**config.mk**
```make
export PLATFORM = sky130hd
export DESIGN_NAME = pulse_period_meter
export DESIGN_NICKNAME = d
export VERILOG_FILES = /design/src/rtl/pulse_period_meter.sv
export SDC_FILE = /design/constraint.sdc
export NUM_CORES = 1
export LEC_CHECK = 0
export ABC_AREA = 1
export BUFFER_PORTS_ARGS = -buffer_cell sky130_fd_sc_hd__buf_2
export CORE_MARGIN = 2
export CORE_UTILIZATION = 55
export DETAILED_ROUTE_END_ITERATION = 10
export GPL_TIMING_DRIVEN = 1
export PLACE_DENSITY = 0.76
export SLEW_MARGIN = 0
export SYNTH_ARGS = -nofsm -noshare
export SYNTH_HDL_FRONTEND = slang
export SYNTH_SLANG_ARGS = --single-unit
```
**constraint.sdc**
```tcl
create_clock -name sysclk -period 3.2 [get_ports sysclk]
set_clock_uncertainty 0.2 [all_clocks]
set_input_delay 0.64 -clock sysclk [delete_from_list [all_inputs] [get_ports sysclk]]
set_output_delay 0.64 -clock sysclk [all_outputs]
set_load 0.02 [all_outputs]
```
**src/rtl/pulse_period_meter.sv**
```systemverilog
// pulse_period_meter: measures period, high time and duty of a pulse train.
// Ports: sysclk/reset/Pulse_in/Clear in; Period/High_time/Duty/Meas_valid/Timeout/Busy out.
module pulse_period_meter #(
  parameter int CNT_W       = 32,
  parameter int SYNC_STAGES = 2,
  parameter int DUTY_W      = 8,
  parameter int TIMEOUT     = 50_000_000
) (
  input  logic              sysclk,
  input  logic              reset,
  input  logic              Pulse_in,
  input  logic              Clear,
  output logic [CNT_W-1:0]  Period,
  output logic [CNT_W-1:0]  High_time,
  output logic [DUTY_W-1:0] Duty,
  output logic              Meas_valid,
  output logic              Timeout,
  output logic              Busy
);

  localparam logic [1:0] S_WAIT = 2'd0;
  localparam logic [1:0] S_MEAS = 2'd1;
  localparam logic [1:0] S_DIV  = 2'd2;
  localparam logic [1:0] S_DONE = 2'd3;

  localparam int BIT_W = $clog2(DUTY_W + 1);
  localparam logic [CNT_W-1:0] TMO = CNT_W'(TIMEOUT);
  localparam logic [CNT_W-1:0] ONE = CNT_W'(1);

  logic [SYNC_STAGES-1:0] sync_q, sync_d;
  logic                   s_prev_q, s_prev_d;
  logic [1:0]             state_q, state_d;
  logic [CNT_W-1:0]       idle_q, idle_d;
  logic [CNT_W-1:0]       per_q, per_d;
  logic [CNT_W-1:0]       hi_q, hi_d;
  logic [CNT_W-1:0]       p_q, p_d;
  logic [CNT_W-1:0]       h_q, h_d;
  logic [CNT_W-1:0]       rem_q, rem_d;
  logic [DUTY_W-1:0]      quo_q, quo_d;
  logic [BIT_W-1:0]       bit_q, bit_d;
  logic [CNT_W-1:0]       period_q, period_d;
  logic [CNT_W-1:0]       high_q, high_d;
  logic [DUTY_W-1:0]      duty_q, duty_d;
  logic                   valid_q, valid_d;
  logic                   tmo_q, tmo_d;

  logic              s;
  logic              rise;
  logic [CNT_W:0]    rem_shl;
  logic [CNT_W:0]    rem_sub;
  logic              ge;

  assign s    = sync_q[SYNC_STAGES-1];
  assign rise = s & ~s_prev_q;

  // Remainder stays below P, so CNT_W bits hold it between steps.
  assign rem_shl = {rem_q, 1'b0};
  assign ge      = rem_shl >= {1'b0, p_q};
  assign rem_sub = rem_shl - {1'b0, p_q};

  always_comb begin
    sync_d   = {sync_q[SYNC_STAGES-2:0], Pulse_in};
    s_prev_d = s;
    state_d  = state_q;
    idle_d   = idle_q;
    per_d    = per_q;
    hi_d     = hi_q;
    p_d      = p_q;
    h_d      = h_q;
    rem_d    = rem_q;
    quo_d    = quo_q;
    bit_d    = bit_q;
    period_d = period_q;
    high_d   = high_q;
    duty_d   = duty_q;
    valid_d  = 1'b0;
    tmo_d    = tmo_q;

    if (Clear) begin
      state_d = S_WAIT;
      idle_d  = '0;
      per_d   = '0;
      hi_d    = '0;
      p_d     = '0;
      h_d     = '0;
      rem_d   = '0;
      quo_d   = '0;
      bit_d   = '0;
    end else begin
      unique case (state_q)
        S_WAIT: begin
          // Terminal count beats a coincident rise.
          if (idle_q == TMO) begin
            tmo_d    = 1'b1;
            period_d = '0;
            high_d   = '0;
            duty_d   = '0;
            idle_d   = '0;
          end else if (rise) begin
            state_d = S_MEAS;
            per_d   = ONE;
            hi_d    = ONE;
            idle_d  = '0;
          end else begin
            idle_d = idle_q + ONE;
          end
        end
        S_MEAS: begin
          if (per_q == TMO) begin
            tmo_d    = 1'b1;
            period_d = '0;
            high_d   = '0;
            duty_d   = '0;
            per_d    = '0;
            hi_d     = '0;
            idle_d   = '0;
            state_d  = S_WAIT;
          end else if (rise) begin
            p_d     = per_q;
            h_d     = hi_q;
            rem_d   = hi_q;
            quo_d   = '0;
            bit_d   = '0;
            per_d   = '0;
            hi_d    = '0;
            state_d = S_DIV;
          end else begin
            per_d = per_q + ONE;
            if (s) begin
              hi_d = hi_q + ONE;
            end
          end
        end
        S_DIV: begin
          rem_d = ge ? CNT_W'(rem_sub) : CNT_W'(rem_shl);
          quo_d = DUTY_W'({quo_q, ge});
          bit_d = bit_q + BIT_W'(1);
          if (bit_q == BIT_W'(DUTY_W - 1)) begin
            state_d = S_DONE;
          end
        end
        S_DONE: begin
          period_d = p_q;
          high_d   = h_q;
          // H >= P overflows the quotient register.
          duty_d   = (h_q >= p_q) ? '1 : quo_q;
          valid_d  = 1'b1;
          tmo_d    = 1'b0;
          idle_d   = '0;
          state_d  = S_WAIT;
        end
      endcase
    end
  end

  always_ff @(posedge sysclk) begin
    if (reset) begin
      sync_q   <= '0;
      s_prev_q <= 1'b0;
      state_q  <= S_WAIT;
      idle_q   <= '0;
      per_q    <= '0;
      hi_q     <= '0;
      p_q      <= '0;
      h_q      <= '0;
      rem_q    <= '0;
      quo_q    <= '0;
      bit_q    <= '0;
      period_q <= '0;
      high_q   <= '0;
      duty_q   <= '0;
      valid_q  <= 1'b0;
      tmo_q    <= 1'b0;
    end else begin
      sync_q   <= sync_d;
      s_prev_q <= s_prev_d;
      state_q  <= state_d;
      idle_q   <= idle_d;
      per_q    <= per_d;
      hi_q     <= hi_d;
      p_q      <= p_d;
      h_q      <= h_d;
      rem_q    <= rem_d;
      quo_q    <= quo_d;
      bit_q    <= bit_d;
      period_q <= period_d;
      high_q   <= high_d;
      duty_q   <= duty_d;
      valid_q  <= valid_d;
      tmo_q    <= tmo_d;
    end
  end

  assign Period     = period_q;
  assign High_time  = high_q;
  assign Duty       = duty_q;
  assign Meas_valid = valid_q;
  assign Timeout    = tmo_q;
  assign Busy       = (state_q == S_MEAS) | (state_q == S_DIV);

endmodule
```
==> flow_summary.json, run 1 <==
{
  "seqCellArea_um2": 5670,
  "gr-usage-met2_pct": 56.6,
  "hold_depth": 3,
  "async_flop_share_pct": 0,
  "crit_end": "Duty[0]$_SDFFE_PP0P_",
  "grt.total_usage_pct": 35.3,
  "layout_common_cells": "nand2_1, inv_1, a21oi_1, dfxtp_1, nor2_1",
  "vdd_ir_drop_max_uv": 388,
  "clkTransAtPathRegs_ns": 0.06,
  "drtAntennaViolNets": 0,
  "post_cts_buffers": 0,
  "routed_wl_um": 58500,
  "crit_type": "reg2reg",
  "grt_pass1_vias": 16900,
  "drc": 0,
  "ys.flop_type": "dfxtp_1",
  "busiest_layer": "met2",
  "start_kind": "flip-flop",
  "rr_endpoint": "Duty[0]$_SDFFE_PP0P_",
  "cts_hold_buf": 0,
  "tns_ns": 0,
  "power.total_mw": 7.90,
  "use_met1_pct": 46.9,
  "cp_top_family": "simple AND/OR/NAND/NOR gates",
  "min_period_ns": 2.95,
  "port_buffers": 78,
  "hold_class": "in2reg",
  "core_um2": 30600,
  "cts_inserted_buffers": 34,
  "ys_seq_area_share_pct": 33.2,
  "start_util_pct": 55.8,
  "synth-xor-area-share_pct": 1.59,
  "cts_tree": "yes",
  "syn-num-nets": 2834,
  "synthAdderAreaFrac_pct": 5.62,
  "firstDrtPassIters": 6,
  "slew_viol_final": 0,
  "insertion_delay_ns": 0.53,
  "synth_mux_area_share_pct": 0,
  "synth_top_family_by_area": "simple AND/OR/NAND/NOR gates",
  "synth_edf_count": 0,
  "dieArea_um2": 32400,
  "cts_repair_resize_count": 0,
  "multi_input_area_um2": 9630,
  "layout-drive-gt1-share_pct": 6.69,
  "r2r_slack_ns": 0.25,
  "cp_slowest_cell": "dfxtp_1",
  "arrival_ns": 3.20,
  "ios": 79,
  "yosysUniqueCellTypes": 37,
  "wl_per_cell_um": 18.2,
  "max-slew-margin-rel_pct": 26.4,
  "path_depth": 10,
  "hp-start": "Pulse_in",
  "nets": 2882,
  "rows": 64,
  "leakage_nw": 7.72,
  "grt_max_degree": 131,
  "cts_root_buf": "clkbuf_16",
  "die_y_um": 180,
  "viasPerCell": 5.67,
  "syn_to_final_growth_pct": 11.3,
  "powerDensity_nw_per_um2": 416,
  "worst_slew_pin_slew_ns": 1.10,
  "routabilityCongestion": 0.965,
  "placed_area_um2": 17900,
  "yosys_register_bits": 283,
  "cts_buffer_depth": 3,
  "synth_cells": 2754,
  "dpl.hpwl_um": 44200,
  "grt_pass1_wl_um": 91500,
  "cp_slowest_stage_delay_ns": 0.53,
  "final_common_cell": "nand2_1",
  "dieWidth_um": 180,
  "r2r_start": "p_q[31]$_SDFFE_PP0P_",
  "crit_buf_inv": 1,
  "synth_compound_area_share_pct": 13.1,
  "overflow": 0,
  "netlist_area_um2": 17100,
  "status": "finished, final reports clean",
  "htreeDepth": 2,
  "yosysWarnings": 0,
  "fmax_mhz": 339,
  "grt.met3_usage_pct": 5.56,
  "fin_crit_sh_pct": 92.3,
  "fillers": 3012,
  "rr_worst_depth": 10,
  "vias": 18300,
  "crit_fanout": 8,
  "crit_chain": "inv_1 > ha_1 > nand2_1 > nor3_1 > nand3_1 > nor2_1 > nand4_1 > nand4_1 > nand2_1 > a21oi_1",
  "cts_sinks": 283,
  "finalHoldViolations": 0,
  "finalSetupViolCount": 0,
  "utilization_pct": 62.1,
  "end_kind": "flip-flop",
  "rsz0062_at_grt": "false",
  "synth.avg_cell_area_um2": 6.19,
  "finalInstanceArea_um2": 19000,
  "grt_antenna_before_repair": 0,
  "critical_path_required_ns": 3.44,
  "yosys.area_share.simple_pct": 36.0,
  "drv_cap": 0,
  "first_iter_violations": 1813,
  "crit_start": "p_q[31]$_SDFFE_PP0P_"
}
## where the power goes
part / internal (mW) / switching (mW)
sequential: 3.53 / 0.00818
combinational: 0.127 / 0.370
clock: 2.30 / 1.55
## per-layer routing
layer / up-vias / part of all wire (%)
met3: 138 / 7.8
met2: 708 / 44
met1: 8467 / 43
li1: 8959 / -
met4: 0 / 5.1
met5: - / 0
## worst min path at each step
stage | to
after CTS | sync_q[0]$_SDFF_PP0_
after floorplan | sync_q[1]$_SDFF_PP0_
after global placement | sync_q[1]$_SDFF_PP0_
after global routing | sync_q[0]$_SDFF_PP0_
final | sync_q[0]$_SDFF_PP0_
after detailed placement | sync_q[1]$_SDFF_PP0_
## worst register-to-register path, stage by stage, from the launching register on
cell and delay (ns):
dfxtp_1 0.53, inv_1 0.18, ha_1 0.33, nand2_1 0.09, nor3_1 0.21, nand3_1 0.18, nor2_1 0.32, nand4_1 0.39
nand4_1 0.23, nand2_1 0.07, a21oi_1 0.13
## layout make-up
class	instances	area share, %
multi-input combinational	2007	50.7
tap	396	2.61
timing repair buffer	120	3.98
inverter	356	7.04
sequential	283	29.8
clock buffer	48	4.97
antenna	2	0.0264
clock inverter	10	0.778
## sequential cells by signal (all words and copies together), names as in the netlist, 2 cells and up, named ones only
register,count
bit_q,4
idle_q,32
p_q,32
quo_q,8
Duty,8
sync_q,2
hi_q,32
Period,32
High_time,32
per_q,32
rem_q,32
h_q,32
## cell usage after synthesis (all sizes together), types with 13 or more instances
| master | number | area share, % |
|---|---|---|
| nand2 | 805 | 18 |
| xnor2 | 14 | 0.72 |
| nand3 | 189 | 5.6 |
| ha | 75 | 5.5 |
| a21oi | 306 | 9.0 |
| xor2 | 17 | 0.87 |
| nor2 | 276 | 6.1 |
| nand3b | 20 | 0.88 |
| buf | 23 | 0.74 |
| clkbuf | 85 | 1.9 |
| dfxtp | 283 | 33 |
| nand4 | 51 | 1.9 |
| inv | 355 | 7.8 |
| nor3 | 90 | 2.7 |
| o21ai | 122 | 3.6 |
| nor4 | 13 | 0.48 |
## kinds of logic after synthesis
family,Yosys count
AOI/OAI and AO/OA,441
xor gates and xnor gates,31
adders and majority gates,76
buffers and inverters,464
DFF,283
and+or+nand+nor,1459
## metrics by stage
step / hold WS (ns) / cells / setup WS (ns)
2_1_floorplan: 0.188 / 2754 / 0.854
3_3_place_gp: 0.192 / 3162 / 0.405
3_5_place_dp: 0.201 / 3162 / 0.338
4_1_cts: 0.121 / 3220 / 0.323
5_1_grt: 0.162 / 3220 / 0.0915
6_report: 0.129 / 3222 / 0.246
(Power assumes the default switching activity.)
==> run 2, diff against run 1 <==
--- a/config.mk
+++ b/config.mk
@@ -7,10 +7,8 @@
 export LEC_CHECK = 0
 export ABC_AREA = 1
 export BUFFER_PORTS_ARGS = -buffer_cell sky130_fd_sc_hd__buf_2
-export CORE_MARGIN = 2
 export CORE_UTILIZATION = 55
 export DETAILED_ROUTE_END_ITERATION = 10
-export GPL_TIMING_DRIVEN = 1
 export PLACE_DENSITY = 0.76
 export SLEW_MARGIN = 0
 export SYNTH_ARGS = -nofsm -noshare
==> run 2 against run 1 <==
Compared with the run above: critical path depth is 4 higher; cell area is 0.24% lower; non-clock buffer count is 3 lower; sequential power hardly changed; highest routed layer unchanged; clock-buffer cell count is 10 lower; global-route usage is 0.28 points lower; core utilization is 0.15 points lower.
==> flow_summary.json, run 2 (same netlist as run 1, synthesis figures left out) <==
{
  "syn_to_final_growth_pct": 11.0,
  "pwr-share-clk_pct": 48.0,
  "grt_pass1_vias": 16600,
  "max-slew-margin-rel_pct": 41.4,
  "multi_input_area_um2": 9630,
  "cts_repair_resize_count": 0,
  "rr_worst_depth": 14,
  "finalHoldViolations": 0,
  "drtAntennaViolNets": 0,
  "finalSetupViolCount": 0,
  "dp_slack_ns": 0.429,
  "final_common_cell": "nand2_1",
  "seqCellArea_um2": 5670,
  "rr_endpoint": "rem_q[1]$_SDFFE_PP0P_",
  "htreeDepth": 1,
  "fin_ws_ns": 0.309,
  "routed_wl_um": 56400,
  "worst_hold_path.endpoint": "sync_q[0]$_SDFF_PP0_",
  "arrival_ns": 3.12,
  "drc": 0,
  "port_buffers": 78,
  "min_period_ns": 2.89,
  "tns_ns": 0,
  "cts_buffer_depth": 3,
  "fmax_mhz": 346,
  "start_kind": "flip-flop",
  "dpl.hpwl_um": 41900,
  "powerDensity_nw_per_um2": 409,
  "n_antenna_cell": 0,
  "r2r_start": "p_q[5]$_SDFFE_PP0P_",
  "slew_viol_final": 0,
  "drv_cap": 0,
  "start_util_pct": 55.8,
  "r2r_slack_ns": 0.31,
  "die_y_um": 178,
  "rows": 64,
  "cts_inserted_buffers": 31,
  "grt_antenna_before_repair": 0,
  "cts_hold_buf": 0,
  "dieWidth_um": 178,
  "routabilityCongestion": 1.07,
  "post_cts_buffers": 0,
  "p_sw_share_pct": 24.7,
  "holdWs_ns": 0.0727,
  "pwr-share-seq_pct": 45.7,
  "firstDrtPassIters": 6,
  "grt_max_degree": 98,
  "rsz0062_at_grt": "false",
  "overflow": 0,
  "leakage_nw": 7.69,
  "vdd_ir_drop_max_uv": 390,
  "first_iter_violations": 2341,
  "wl_per_cell_um": 17.6,
  "hold_depth": 3,
  "status": "finished, final reports clean",
  "cts_tree": "yes",
  "cts_root_buf": "clkbuf_16",
  "clkTransAtPathRegs_ns": 0.07,
  "critical_path_required_ns": 3.43,
  "core_um2": 30600,
  "hold_class": "in2reg",
  "power_frac_comb_pct": 6.3,
  "dieArea_um2": 31700,
  "insertion_delay_ns": 0.58,
  "p_switching_mw": 1.91,
  "cts_sinks": 283,
  "grt.total_usage_pct": 35.0,
  "grt_pass1_wl_um": 87200,
  "crit_type": "reg2reg",
  "ios": 79,
  "layout_common_cells": "nand2_1, inv_1, a21oi_1, dfxtp_1, nor2_1",
  "fillers": 2965,
  "hp-start": "Pulse_in",
  "worst_slew_pin_slew_ns": 0.880,
  "nets": 2876,
  "crit_fanout": 29,
  "viasPerCell": 5.76,
  "p_int_mw": 5.83,
  "end_kind": "flip-flop",
  "vias": 18500,
  "fin_crit_sh_pct": 90.3,
  "layout-drive-gt1-share_pct": 6.67
}
-- run 2: worst max-delay path, cell delays in order (launching register included) --
cell	delay, ns
dfxtp_1	0.39
inv_1	0.13
ha_1	0.37
nand2_1	0.12
nor2_1	0.22
nand3_1	0.11
nand3_1	0.19
nand2_1	0.11
nand2_1	0.10
nand2_1	0.07
nand2_1	0.24
buf_12	0.23
nand2_1	0.07
nand3_1	0.09
a21oi_1	0.07
-- run 2: power by group through the flow --
| stage | registers (mW) | logic, mW | clock network (mW) |
|---|---|---|---|
| floorplan | 3.61 | 0.322 | 0 |
| global placement | 3.62 | 0.468 | 0 |
| detailed placement | 3.62 | 0.474 | 0 |
| CTS | 3.54 | 0.477 | 3.73 |
| global route | 3.54 | 0.529 | 3.89 |
| finish | 3.54 | 0.489 | 3.71 |
-- run 2: layer usage --
| metal | share of wire (%) | GRT usage, % | wire length (um) |
|---|---|---|---|
| met5 | 0 | 0 | 0 |
| met4 | 5.5 | 16.4 | 3080 |
| met3 | 8.9 | 3.35 | 5010 |
| met2 | 44 | 54.9 | 24600 |
| met1 | 42 | 48.4 | 23700 |
-- run 2: worst max-delay path by stage --
stage                              end              startpoint  slack [ns]  depth (start not counted)
4_1_cts           p_q[13]$_SDFFE_PP0P_  per_q[23]$_SDFFE_PP0P_        0.40                          9
6_report         rem_q[1]$_SDFFE_PP0P_     p_q[5]$_SDFFE_PP0P_        0.31                         14
2_1_floorplan   rem_q[25]$_SDFFE_PP0P_     p_q[8]$_SDFFE_PP0P_        0.85                         14
3_5_place_dp     rem_q[5]$_SDFFE_PP0P_     p_q[5]$_SDFFE_PP0P_        0.43                         14
3_3_place_gp     rem_q[3]$_SDFFE_PP0P_     p_q[5]$_SDFFE_PP0P_        0.48                         14
5_1_grt        Period[23]$_SDFFE_PP0P_   per_q[7]$_SDFFE_PP0P_        0.11                         11
-- run 2: final cells by class --
cell class / instances / share of cell area (%)
Timing Repair Buffer: 117 / 4.00
Sequential cell: 283 / 29.9
Clock inverter: 16 / 1.14
Clock buffer: 38 / 4.39
Tap cell: 396 / 2.62
Inverter: 356 / 7.06
Multi-Input combinational cell: 2007 / 50.9
-- run 2: through the flow --
stage	util, %	instances	area (um^2)	power (mW)
floorplan	-	2754	17100	3.94
global placement	58.5	3159	17900	4.09
detailed placement	58.5	3159	17900	4.09
CTS	61.9	3213	18900	7.75
global route	61.9	3213	18900	7.96
finish	61.9	3213	18900	7.74
